--- config.mk ---
export PLATFORM = sky130hd
export DESIGN_NAME = input_conditioner
export DESIGN_NICKNAME = d
export VERILOG_FILES = /design/src/rtl/traffic_pkg.sv /design/src/rtl/debounce_ch.sv /design/src/rtl/input_conditioner.sv
export SDC_FILE = /design/constraint.sdc
export NUM_CORES = 1
export LEC_CHECK = 0
export ABC_AREA = 1
export ABC_CLOCK_PERIOD_IN_PS = 9300
export BUFFER_PORTS_ARGS = -buffer_cell sky130_fd_sc_hd__buf_2
export CELL_PAD_IN_SITES_DETAIL_PLACEMENT = 1
export CELL_PAD_IN_SITES_GLOBAL_PLACEMENT = 2
export CORE_UTILIZATION = 40
export DETAILED_ROUTE_END_ITERATION = 10
export HOLD_SLACK_MARGIN = 0.12
export PLACE_DENSITY = 0.93
export SLEW_MARGIN = 30
export SYNTH_ARGS = -nofsm -noshare
export SYNTH_HDL_FRONTEND = slang
export SYNTH_SLANG_ARGS = --single-unit
export TNS_END_PERCENT = 30
--- constraint.sdc ---
create_clock -name clk -period 9.3 [get_ports clk]
set_clock_uncertainty 0.05 [all_clocks]
set_input_delay 1.86 -clock clk [delete_from_list [all_inputs] [get_ports clk]]
set_output_delay 1.86 -clock clk [all_outputs]
set_load 0.01 [all_outputs]
--- src/rtl/traffic_pkg.sv ---
// Shared constants for the traffic controller front end.
// Latency: n/a (constants only).
// Backpressure: n/a.
// Contents: pin channel map for the conditioned inputs and default
// debounce timing (1 ms tick at 50 MHz, 10 ms stability window).
package traffic_pkg;

  localparam int CH_SET    = 0;
  localparam int CH_RST    = 1;
  localparam int CH_PQM    = 2;
  localparam int CH_PQC    = 3;
  localparam int CH_CM     = 4;
  localparam int CH_CC     = 5;
  localparam int CH_ONLINE = 6;
  localparam int CH_PEAK   = 7;

  localparam int TICK_DIV_DEFAULT     = 50000;
  localparam int STABLE_TICKS_DEFAULT = 10;

endpackage

--- src/rtl/debounce_ch.sv ---
// One input channel: 2-flop synchroniser, tick-sampled stability counter,
// debounced level with registered rise/fall pulses and a press toggle.
// Latency: 2 clk to sync, then STABLE_TICKS mismatched ticks to accept.
// Backpressure: none; free-running, outputs are levels and 1-cycle pulses.
// Ports:
//   clk, rst      clock and asynchronous active-high reset
//   raw           asynchronous pin input
//   tick          shared debounce sampling strobe (1 cycle)
//   level         debounced level
//   rise, fall    1-cycle pulses, high in the first cycle of the new level
//   toggle        flips on every accepted rise
module debounce_ch
  import traffic_pkg::*;
#(
  parameter int   STABLE_TICKS = STABLE_TICKS_DEFAULT,
  parameter logic RESET_VAL    = 1'b0
) (
  input  logic clk,
  input  logic rst,
  input  logic raw,
  input  logic tick,
  output logic level,
  output logic rise,
  output logic fall,
  output logic toggle
);

  localparam int            CW   = $clog2(STABLE_TICKS + 1);
  localparam logic [CW-1:0] LAST = CW'(STABLE_TICKS - 1);

  logic [1:0]    sync_q;
  logic [CW-1:0] cnt;
  logic          mismatch;
  logic          accept;

  assign mismatch = sync_q[1] ^ level;
  // Final tick of the window: take the new level on this edge.
  assign accept   = mismatch && tick && (cnt == LAST);

  // Sync flops start at the reset level so release never looks like an edge.
  always_ff @(posedge clk or posedge rst) begin
    if (rst) begin
      sync_q <= {2{RESET_VAL}};
    end else begin
      sync_q <= {sync_q[0], raw};
    end
  end

  // Any cycle where the input agrees with the level clears the count, so a
  // bounce back restarts the window. The count tops out at LAST and is
  // cleared on accept, so it never wraps.
  always_ff @(posedge clk or posedge rst) begin
    if (rst) begin
      cnt <= '0;
    end else if (!mismatch) begin
      cnt <= '0;
    end else if (tick) begin
      cnt <= accept ? '0 : cnt + CW'(1);
    end
  end

  always_ff @(posedge clk or posedge rst) begin
    if (rst) begin
      level  <= RESET_VAL;
      rise   <= 1'b0;
      fall   <= 1'b0;
      toggle <= 1'b0;
    end else begin
      rise <= accept &&  sync_q[1];
      fall <= accept && !sync_q[1];
      if (accept) begin
        level <= sync_q[1];
      end
      if (accept && sync_q[1]) begin
        toggle <= ~toggle;
      end
    end
  end

endmodule

--- src/rtl/input_conditioner.sv ---
// Board pin front end: synchronise and debounce NUM_CH pushbutton/switch
// inputs against one shared prescaled tick.
// Latency: 2 + (STABLE_TICKS-1)*TICK_DIV + 1 .. 2 + STABLE_TICKS*TICK_DIV clk.
// Backpressure: none; free-running, outputs are levels and 1-cycle pulses.
// Ports:
//   clk, rst   system clock, asynchronous active-high power-on reset
//              (the traffic rst button is raw_in[CH_RST], not this)
//   raw_in     asynchronous pin inputs, one bit per channel
//   level_o    debounced levels
//   rise_o     1-cycle pulse per channel on a 0->1 change of level_o
//   fall_o     1-cycle pulse per channel on a 1->0 change of level_o
//   toggle_o   per-channel toggle, flips on each rise
//   tick_o     debounce tick, one cycle every TICK_DIV cycles
module input_conditioner
  import traffic_pkg::*;
#(
  parameter int                NUM_CH       = 8,
  parameter int                TICK_DIV     = TICK_DIV_DEFAULT,
  parameter int                STABLE_TICKS = STABLE_TICKS_DEFAULT,
  parameter logic [NUM_CH-1:0] RESET_LEVEL  = '0
) (
  input  logic              clk,
  input  logic              rst,
  input  logic [NUM_CH-1:0] raw_in,
  output logic [NUM_CH-1:0] level_o,
  output logic [NUM_CH-1:0] rise_o,
  output logic [NUM_CH-1:0] fall_o,
  output logic [NUM_CH-1:0] toggle_o,
  output logic              tick_o
);

  localparam int            PW     = $clog2(TICK_DIV);
  localparam logic [PW-1:0] P_LAST = PW'(TICK_DIV - 1);

  logic [PW-1:0] pre_cnt;

  // Free-running prescaler; never restarted by input activity. Reset value
  // 0 keeps tick_o low during reset because TICK_DIV >= 2.
  assign tick_o = (pre_cnt == P_LAST);

  always_ff @(posedge clk or posedge rst) begin
    if (rst) begin
      pre_cnt <= '0;
    end else begin
      pre_cnt <= tick_o ? '0 : pre_cnt + PW'(1);
    end
  end

  for (genvar i = 0; i < NUM_CH; i++) begin : g_ch
    debounce_ch #(
      .STABLE_TICKS (STABLE_TICKS),
      .RESET_VAL    (RESET_LEVEL[i])
    ) u_ch (
      .clk    (clk),
      .rst    (rst),
      .raw    (raw_in[i]),
      .tick   (tick_o),
      .level  (level_o[i]),
      .rise   (rise_o[i]),
      .fall   (fall_o[i]),
      .toggle (toggle_o[i])
    );
  end

endmodule

==> flow_summary.ini, run 1 <==
[timing]
tightest_slew_ps = 756
period_needed_ps = 3920
hold_ws_ps = 298
setup_viol = 0
drv_slew = 0
fmax_mhz = 255
finalHoldViolCount = 0
period_share_pct = 42.1
slew_headroom_pct = 49.2
setup-tns-final_ps = 0
rsz0062_at_grt = false

[status]
violations = design-rule violations
status = finished, violations left

[cells_and_area]
area_delta_synth_final_pct = 8.62
drive_gt1_share_pct = 15.0
diodes = 0
nets = 589
fillCellCount = 1363

[cts]
cts_tree = done
ctsHoldBuffers = 0
numCtsBuffers = 9
cts_sinks = 96
htreeDepth = 3
root_buffer = clkbuf_16
post_cts_buffers = 0
cts_max_path_buffers = 2
clk_pin_slew_ps = 60
post_cts_resized = 0
worstSkewPairLatency_ps = 350

[floorplan]
die_h_um = 111
row_count = 39
core-area_um2 = 11600
ioPinCount = 43
start_util_pct = 41.4
dieWidth_um = 111
dieArea_um2 = 12400

[global_routing]
grt_overflow_total = 0
track_usage_pct = 18.7
grt_first_pass_wirelength_um = 18400
grt_max_degree = 76
grt_pass1_vias = 3926
antenna_found_initial = 0

[worst_setup_path]
critical_path_class = reg -> out
crit_path_max_incr_delay_ps = 390
worstPathRequired_ps = 7390
cp.arrival_ps = 2010
critical_path_peak_fanout = 18
crit_chain = ha_1 -> nand3_2 -> nor2_2 -> nand2_4 -> clkinv_2 -> buf_2
crit_path_end_kind = output port
worst_path_max_delay_cell = dfrtp_1
cp-start-kind = flip-flop

[pwr]
finalPower_w = 0.000803
ir_worst_vdd_uv = 105
leakagePower_nw = 2.69
power_density_nw_per_um2 = 154

[route]
viasPerCell = 4.98
antenna_left = 0
dr.pass1.iters = 7
drtIter0Drc = 116
vias = 3529
post_drt_wl_per_cell_um = 14.6
wl_um = 10300
post-route-drc-count = 1

[logic_synthesis]
yosysSeqAreaShare_pct = 50.1
syn_avg_cell_area_um2 = 8.82
syn_inst = 543
yosys.cell_types.count = 25
synth_area_um2 = 4790
ys_ff_latch = 96
yosys_warnings = 0
syn_nets = 570

[placed_design]
io_buffers = 42
hpwl_um = 7380
gp_congestion = 0.772

[worst_hold_path]
hold_class = reg -> reg

[flow_run]
max-cap-violations = 0
[worst paths after layout]
kind	from	to	slack [ps]	cells after the start
min reg2reg	g_ch[6].u_ch.sync_q[0]	g_ch[6].u_ch.sync_q[1]	300	0
max	pre_cnt[0]	tick_o	5380	6
min	g_ch[6].u_ch.sync_q[0]	g_ch[6].u_ch.sync_q[1]	300	0
min in group asynchronous	rst	g_ch[2].u_ch.cnt[1]	1400	2
max reg2reg	pre_cnt[0]	g_ch[6].u_ch.cnt[2]	7330	8
max in group asynchronous	rst	g_ch[5].u_ch.cnt[2]	6820	3
[power breakdown]
group          internal [W]  total [W]  leakage, nW  switching, W
sequential         0.000421   0.000425         1.29    0.00000389
clock              0.000206   0.000360        0.128      0.000155
combinational    0.00000349  0.0000178         1.28     0.0000143
total              0.000630   0.000803         2.69      0.000173
[placed cells by master (no fill, tap or decap), drive strengths merged]
cell type,instances
a21oi,7
buf,43
bufinv,1
clkbuf,11
clkinv,2
clkinvlp,2
dfrtp,96
ha,17
inv,75
nand2,93
nand3,56
nand4,16
nor2,74
nor3,12
o211ai,1
o21ai,34
xnor2,5
xor2,20
[worst max-delay path: cells and delay by family, from the launching register on]
family	cells	cell delay (ps)
DFF	1	390
and+or+nand+nor	3	420
adders and majority gates	1	250
buffers and inverters	2	570
[metrics by stage]
step	setup WS (ps)	std cells	area [um^2]	utilization, %
after floorplan	4880	543	4790	-
after global placement	5810	694	4920	42.6
after detailed placement	5750	694	4920	42.6
after CTS	5350	708	5200	45.0
after global routing	5280	708	5200	45.0
final	5380	708	5200	45.0
[layout make-up]
class                   count  area, um^2  share of cell area [%]
clock buffers              11         233                    4.47
flip-flops and latches     96        2400                    46.2
multi-input cells         335        1830                    35.2
repair buffers             43         221                    4.26
inverters                  77         294                    5.65
well taps                 143         179                    3.44
clock inverters             3        45.0                   0.866
[Yosys cell counts, drive strengths merged]
library cell / count / area share (%)
dfrtp: 96 / 50
nand2: 93 / 7.6
inv: 75 / 5.9
nor2: 74 / 6.8
nand3: 56 / 6.7
buf: 35 / 5.6
o21ai: 34 / 3.6
xor2: 20 / 4.0
ha: 17 / 4.4
nand4: 16 / 2.1
nor3: 12 / 1.3
a21oi: 7 / 0.73
xnor2: 5 / 0.91
clkinv: 2 / 0.21
o211ai: 1 / 0.16
[registers in the layout, summed over array words and instances (netlist names)]
signal / count
g_ch.u_ch.rise: 8
g_ch.u_ch.sync_q: 16
g_ch.u_ch.level: 8
g_ch.u_ch.toggle: 8
pre_cnt: 16
g_ch.u_ch.fall: 8
g_ch.u_ch.cnt: 32
[kinds of logic (layout without fill, tap and decap cells)]
| kind of cell | count (synthesis) | in the layout | synth area share, % |
|---|---|---|---|
| AO/OA/AOI/OAI | 42 | 42 | 4.44 |
| XOR/XNOR | 25 | 25 | 4.88 |
| adder cells (fa/ha/maj) | 17 | 17 | 4.44 |
| buffers and inverters | 112 | 134 | 11.7 |
| flip-flops | 96 | 96 | 50.1 |
| AND/OR/NAND/NOR | 251 | 251 | 24.4 |
[routing by layer]
metal / up-vias / wire, um / global-route usage (%)
met3: 10 / 285 / 5.12
li1: 1723 / - / -
met5: - / 0 / 0
met1: 1759 / 4610 / 22.3
met4: 0 / 141 / 5.86
met2: 37 / 5310 / 32.9
No activity file was read; power rests on OpenSTA's default activity.
==> run 2, diff against run 1 <==
- ABC_CLOCK_PERIOD_IN_PS: 9300 -> 3150
- CORE_UTILIZATION: 40 -> 33
- PLACE_DENSITY: 0.93 -> 0.83
- clock period: 9.3 -> 3.15 ns (I/O delays scaled with it)
==> run 2 against run 1 <==
  * The flow now finishes without violations
  * Global-route usage is 3.7 points lower
  * Cell count up 5.8%
  * Sequential power increased to 2.9 times the previous value
  * Combinational power grew to 3.1 times the previous value
  * Flip-flop and latch count did not move
  * Clock-buffer cell count is 1 higher
  * Hold slack got worse by 110 ps
  * Utilization down 7.5 points
  * Largest cell class unchanged
  * Largest power group unchanged
==> flow_summary.ini, run 2 (same netlist as run 1, synthesis figures left out) <==
[global_routing]
grt_max_degree = 62
antenna_found_initial = 0
grt_first_pass_wirelength_um = 17200
track_usage_pct = 15.1
grt_pass1_vias = 3616
grt_overflow_total = 0

[placed_design]
place_ws_ps = 900
hpwl_um = 7470
placed_area_um2 = 5000
gp_congestion = 0.794
io_buffers = 42

[floorplan]
dieArea_um2 = 15000
core-area_um2 = 14000
row_count = 43
dieWidth_um = 122
ioPinCount = 43
start_util_pct = 34.1
die_h_um = 122

[route]
dr.pass1.iters = 4
wl_um = 10200
drtIter0Drc = 158
post_drt_wl_per_cell_um = 13.6
antenna_left = 0
viasPerCell = 4.69
vias = 3510
post-route-drc-count = 0

[pwr]
power_density_nw_per_um2 = 442
finalPower_w = 0.00233
leakagePower_nw = 2.69
ir_worst_vdd_uv = 275

[cts]
htreeDepth = 3
worstSkewPairLatency_ps = 350
cts_tree = done
ctsHoldBuffers = 0
post_cts_resized = 0
post_cts_buffers = 0
clk_pin_slew_ps = 60
numCtsBuffers = 9
cts_sinks = 96
cts_max_path_buffers = 2
root_buffer = clkbuf_16

[worst_setup_path]
critical_path_peak_fanout = 18
crit_chain = ha_1 -> nand3_2 -> nor2_2 -> nand2_4 -> clkinv_2 -> buf_4 -> buf_2
crit_path_end_kind = output port
worst_path_max_delay_cell = dfrtp_1
crit_path_max_incr_delay_ps = 380
cp.arrival_ps = 1930
critical_path_class = reg -> out
worstPathRequired_ps = 2470
regToRegSetupSlack_ps = 1220
cp-start-kind = flip-flop

[timing]
tightest_slew_ps = 729
slew_headroom_pct = 51.0
rsz0062_at_grt = false
fmax_mhz = 383
setup_slack_ps = 541
setup_viol = 0
setup-tns-final_ps = 0
finalHoldViolCount = 0
hold_ws_ps = 184
drv_slew = 0
period_share_pct = 82.8
period_needed_ps = 2610

[worst_hold_path]
hold_class = in -> async

[cells_and_area]
top_regs = g_ch.u_ch.cnt x32, g_ch.u_ch.sync_q x16, pre_cnt x16
largest_register_ffs = 32
regMostFlops = g_ch.u_ch.cnt
diodes = 0
area_delta_synth_final_pct = 9.90
drive_gt1_share_pct = 15.5
nets = 591
design_area_um2 = 5270
final_common_cell = dfrtp_1
final_cell_mix = 96 x dfrtp_1, 89 x nand2_1, 72 x inv_1

[status]
status = complete, no violations

[flow_run]
max-cap-violations = 0
==> run 2: cell count changes in the layout (fill, tap and decap cells not counted), sizes merged <==
cell      before  now
buf           43   45
bufinv         1    0
clkbuf        11   12
clkinv         2    3
clkinvlp       2    4
inv           75   74
==> run 2: final cells by class <==
class / instances / area [um^2]
repair buffers: 45 / 245
clock buffers: 12 / 236
multi-input cells: 335 / 1830
fillers: 1664 / 8780
flip-flops and latches: 96 / 2400
inverters: 77 / 295
clock inverters: 4 / 31.3
well taps: 180 / 225
==> run 2: final timing paths <==
| path | start | to | cells after the start |
|---|---|---|---|
| min reg2reg | g_ch[3].u_ch.sync_q[0] | g_ch[3].u_ch.sync_q[1] | 0 |
| max in group asynchronous | rst | g_ch[1].u_ch.cnt[1] | 3 |
| min | rst | g_ch[6].u_ch.rise | 2 |
| max reg2reg | pre_cnt[0] | g_ch[6].u_ch.cnt[3] | 8 |
| max | pre_cnt[0] | tick_o | 7 |
| min in group clk | g_ch[3].u_ch.sync_q[0] | g_ch[3].u_ch.sync_q[1] | 0 |
==> run 2: per-stage QoR <==
stage / cells / util [%]
CTS: 749 / 37.5
global route: 749 / 37.5
global placement: 733 / 35.6
finish: 749 / 37.5
detailed placement: 733 / 35.6
floorplan: 543 / -
==> run 2: critical path, delay by kind of cell, from the launching register on <==
| family | cells | cell delay [ps] |
|---|---|---|
| AND/OR/NAND/NOR | 3 | 490 |
| buffers and inverters | 3 | 470 |
| flip-flops | 1 | 380 |
| adder cells (fa/ha/maj) | 1 | 230 |
==> run 2: report_power, final <==
part	switching, W	internal [W]
registers	0.0000119	0.00124
clock network	0.000480	0.000538
logic	0.0000424	0.0000125
total	0.000534	0.00179
==> run 2: per-layer routing <==
metal	global-route usage, %	share of wire [%]	routed length (um)	up-vias
met2	25.4	50	5060	38
met5	0	0	0	-
met4	4.12	1.0	104	0
met3	4.97	3.3	337	9
met1	18.3	46	4660	1731
li1	-	-	-	1732
==> run 3, diff against run 2 <==
- ABC_AREA: 1 -> 0
- ABC_CLOCK_PERIOD_IN_PS: 3150 -> 2400
- CORE_UTILIZATION: 33 -> 35
- clock period: 3.15 -> 2.4 ns (I/O delays scaled with it)
==> run 3 against run 2 <==
  * Hold slack worse by 1.0 ps
  * Routed wire length decreased by 19%
  * Non-clock buffer count up 2
  * First-iteration DRC count shrank 34%
  * Critical path depth down 2
  * Register-to-register slack got worse by 880 ps
  * Power rose by 38%
==> flow_summary.ini, run 3 <==
[logic_synthesis]
yosys_warnings = 0
synthTopCellsByCount = 96 x dfrtp_1, 35 x nand2_1, 32 x buf_4
synth_ff_type = dfrtp_1
syn_inst = 408
yosysSeqAreaShare_pct = 54.1
synth_edf_count = 0
syn_avg_cell_area_um2 = 10.9
ys_ff_latch = 96
synth_top_area_share_pct = 54.1
yosysMostFrequentCell = dfrtp_1
yosys.cell_types.count = 40
syn_nets = 435
ys_async_sr_fraction_pct = 100
synth_area_leaders = dfrtp_1 54%, buf_4 5.4%, ha_1 4.8%, xnor2_1 3.4%, a21oi_1 3.0%
synth_area_leader_cell = dfrtp_1
synth_area_um2 = 4440

[cts]
root_buffer = clkbuf_16
worstSkewPairLatency_ps = 350
cts_sinks = 96
cts_max_path_buffers = 2
numCtsBuffers = 9
clk_pin_slew_ps = 60
cts_tree = done
post_cts_buffers = 0
htreeDepth = 3
ctsHoldBuffers = 0

[placed_design]
hpwl_um = 5370
place_ws_ps = 361
gp_congestion = 0.725
placed_area_um2 = 4650
io_buffers = 42

[route]
post_drt_wl_per_cell_um = 13.8
met1Wirelength_um = 3760
wl_um = 8230
vias = 2872
met2_length_um = 4030
antenna_left = 0
routed.top_layer = met4
viasPerCell = 4.81
drtIter0Drc = 104
wl_met3_um = 266
dr.pass1.iters = 4
post-route-drc-count = 0

[worst_setup_path]
critical_path_peak_fanout = 12
regToRegSetupSlack_ps = 340
cp-start-kind = flip-flop
cp.arrival_ps = 1680
critical_path_class = reg -> out
crit_path_end_kind = output port
worstPathRequired_ps = 1870

[timing]
tightest_slew_ps = 498
finalHoldViolCount = 0
period_needed_ps = 2210
slew_headroom_pct = 66.8
setup_viol = 0
drv_slew = 0
setup-tns-final_ps = 0
hold_ws_ps = 183
fmax_mhz = 453
period_share_pct = 91.9
rsz0062_at_grt = false
setup_slack_ps = 194

[global_routing]
grt_max_degree = 97
grt_first_pass_wirelength_um = 14300
grt_overflow_total = 0
grt_pass1_vias = 3002
track_usage_pct = 14.3
antenna_found_initial = 0

[cells_and_area]
design_area_um2 = 4960
final_common_cell = dfrtp_1
nets = 452
regMostFlops = g_ch.u_ch.cnt
drive_gt1_share_pct = 16.3
final_cell_mix = 96 x dfrtp_1, 42 x buf_2, 35 x nand2_1
largest_register_ffs = 32
area_delta_synth_final_pct = 11.6
top_regs = g_ch.u_ch.cnt x32, g_ch.u_ch.sync_q x16, pre_cnt x16
diodes = 0

[pwr]
seqPwrFrac_pct = 51.1
leakagePower_nw = 2.33
share_comb_of_total_power_pct = 1.8
ir_worst_vdd_uv = 430
p_switching_w = 0.000658
power_density_nw_per_um2 = 648
clkPwrFrac_pct = 47.1
finalPower_w = 0.00321
intPower_w = 0.00255
p_sw_share_pct = 20.5

[floorplan]
ioPinCount = 43
row_count = 40
dieArea_um2 = 13100
start_util_pct = 36.4
core-area_um2 = 12200
die_h_um = 115
dieWidth_um = 115

[flow_run]
max-cap-violations = 0

[status]
status = complete, no violations

[worst_hold_path]
hold_class = in -> reg
-- run 3: cell count changes in the layout (fill, tap and decap cells not counted), sizes merged, moves of 12 or more --
| cell | delta |
|---|---|
| o21ai | -18 |
| a21oi | +20 |
| nand2 | -58 |
| xnor2 | +12 |
| nor2 | -52 |
| or3 | +19 |
| inv | -48 |
| nand3 | -42 |
-- run 3: layer usage --
metal  GRT usage [%]  up-vias
met5               0        -
met1            17.5     1419
met3            4.50       15
met4            6.75        0
li1                -     1403
met2            23.0       35
-- run 3: area by class of cell --
class | count | area (um^2)
clock buffers | 10 | 229
clock inverters | 5 | 81.3
fillers | 1378 | 7250
inverters | 26 | 104
multi-input cells | 245 | 1660
flip-flops and latches | 96 | 2400
well taps | 168 | 210
repair buffers | 47 | 273
-- run 3: cells by family (layout without fill, tap and decap cells) --
| kind of cell | after synthesis | count (layout) | share of synthesized area [%] |
|---|---|---|---|
| and+or+nand+nor | 138 | 138 | 18.5 |
| DFF | 96 | 96 | 54.1 |
| buffers and inverters | 67 | 88 | 8.59 |
| AOI/OAI and AO/OA | 53 | 53 | 6.39 |
| xor gates and xnor gates | 30 | 30 | 5.91 |
| adders and majority gates | 17 | 17 | 4.79 |
| muxes | 7 | 7 | 1.77 |
-- run 3: power groups by stage --
stage,logic (W),clock network (W),registers (W)
5_1_grt,0.0000670,0.00162,0.00164
6_report,0.0000569,0.00151,0.00164
4_1_cts,0.0000606,0.00158,0.00164
3_5_place_dp,0.0000605,0,0.00167
2_1_floorplan,0.0000352,0,0.00167
3_3_place_gp,0.0000604,0,0.00167
-- run 3: timing repair --
action / in CTS / in global routing
endpoints found under the setup margin: 0 / 1
resized for setup: 0 / 1
hold endpoints to repair: 0 / 0
-- run 3: worst max-delay path, cell delays in order, from the launching register on --
cell and delay, ps:
dfrtp_1 390, ha_1 210, and3_1 260, nand4_4 140, inv_4 160, buf_2 170
-- run 3: worst paths after layout --
kind | cells after the start | startpoint | to
min in group asynchronous | 3 | rst | g_ch[1].u_ch.rise
max in group asynchronous | 3 | rst | g_ch[5].u_ch.level
worst min register to register | 0 | g_ch[0].u_ch.sync_q[0] | g_ch[0].u_ch.sync_q[1]
worst min-delay path | 1 | raw_in[1] | g_ch[1].u_ch.sync_q[0]
worst max-delay path | 5 | pre_cnt[0] | tick_o
worst max register to register | 6 | pre_cnt[0] | g_ch[1].u_ch.cnt[3]
-- run 3: per-stage QoR --
step | cells | util, %
finish | 597 | 40.6
global route | 597 | 40.6
CTS | 597 | 40.6
detailed placement | 582 | 38.0
global placement | 582 | 38.0
floorplan | 408 | -
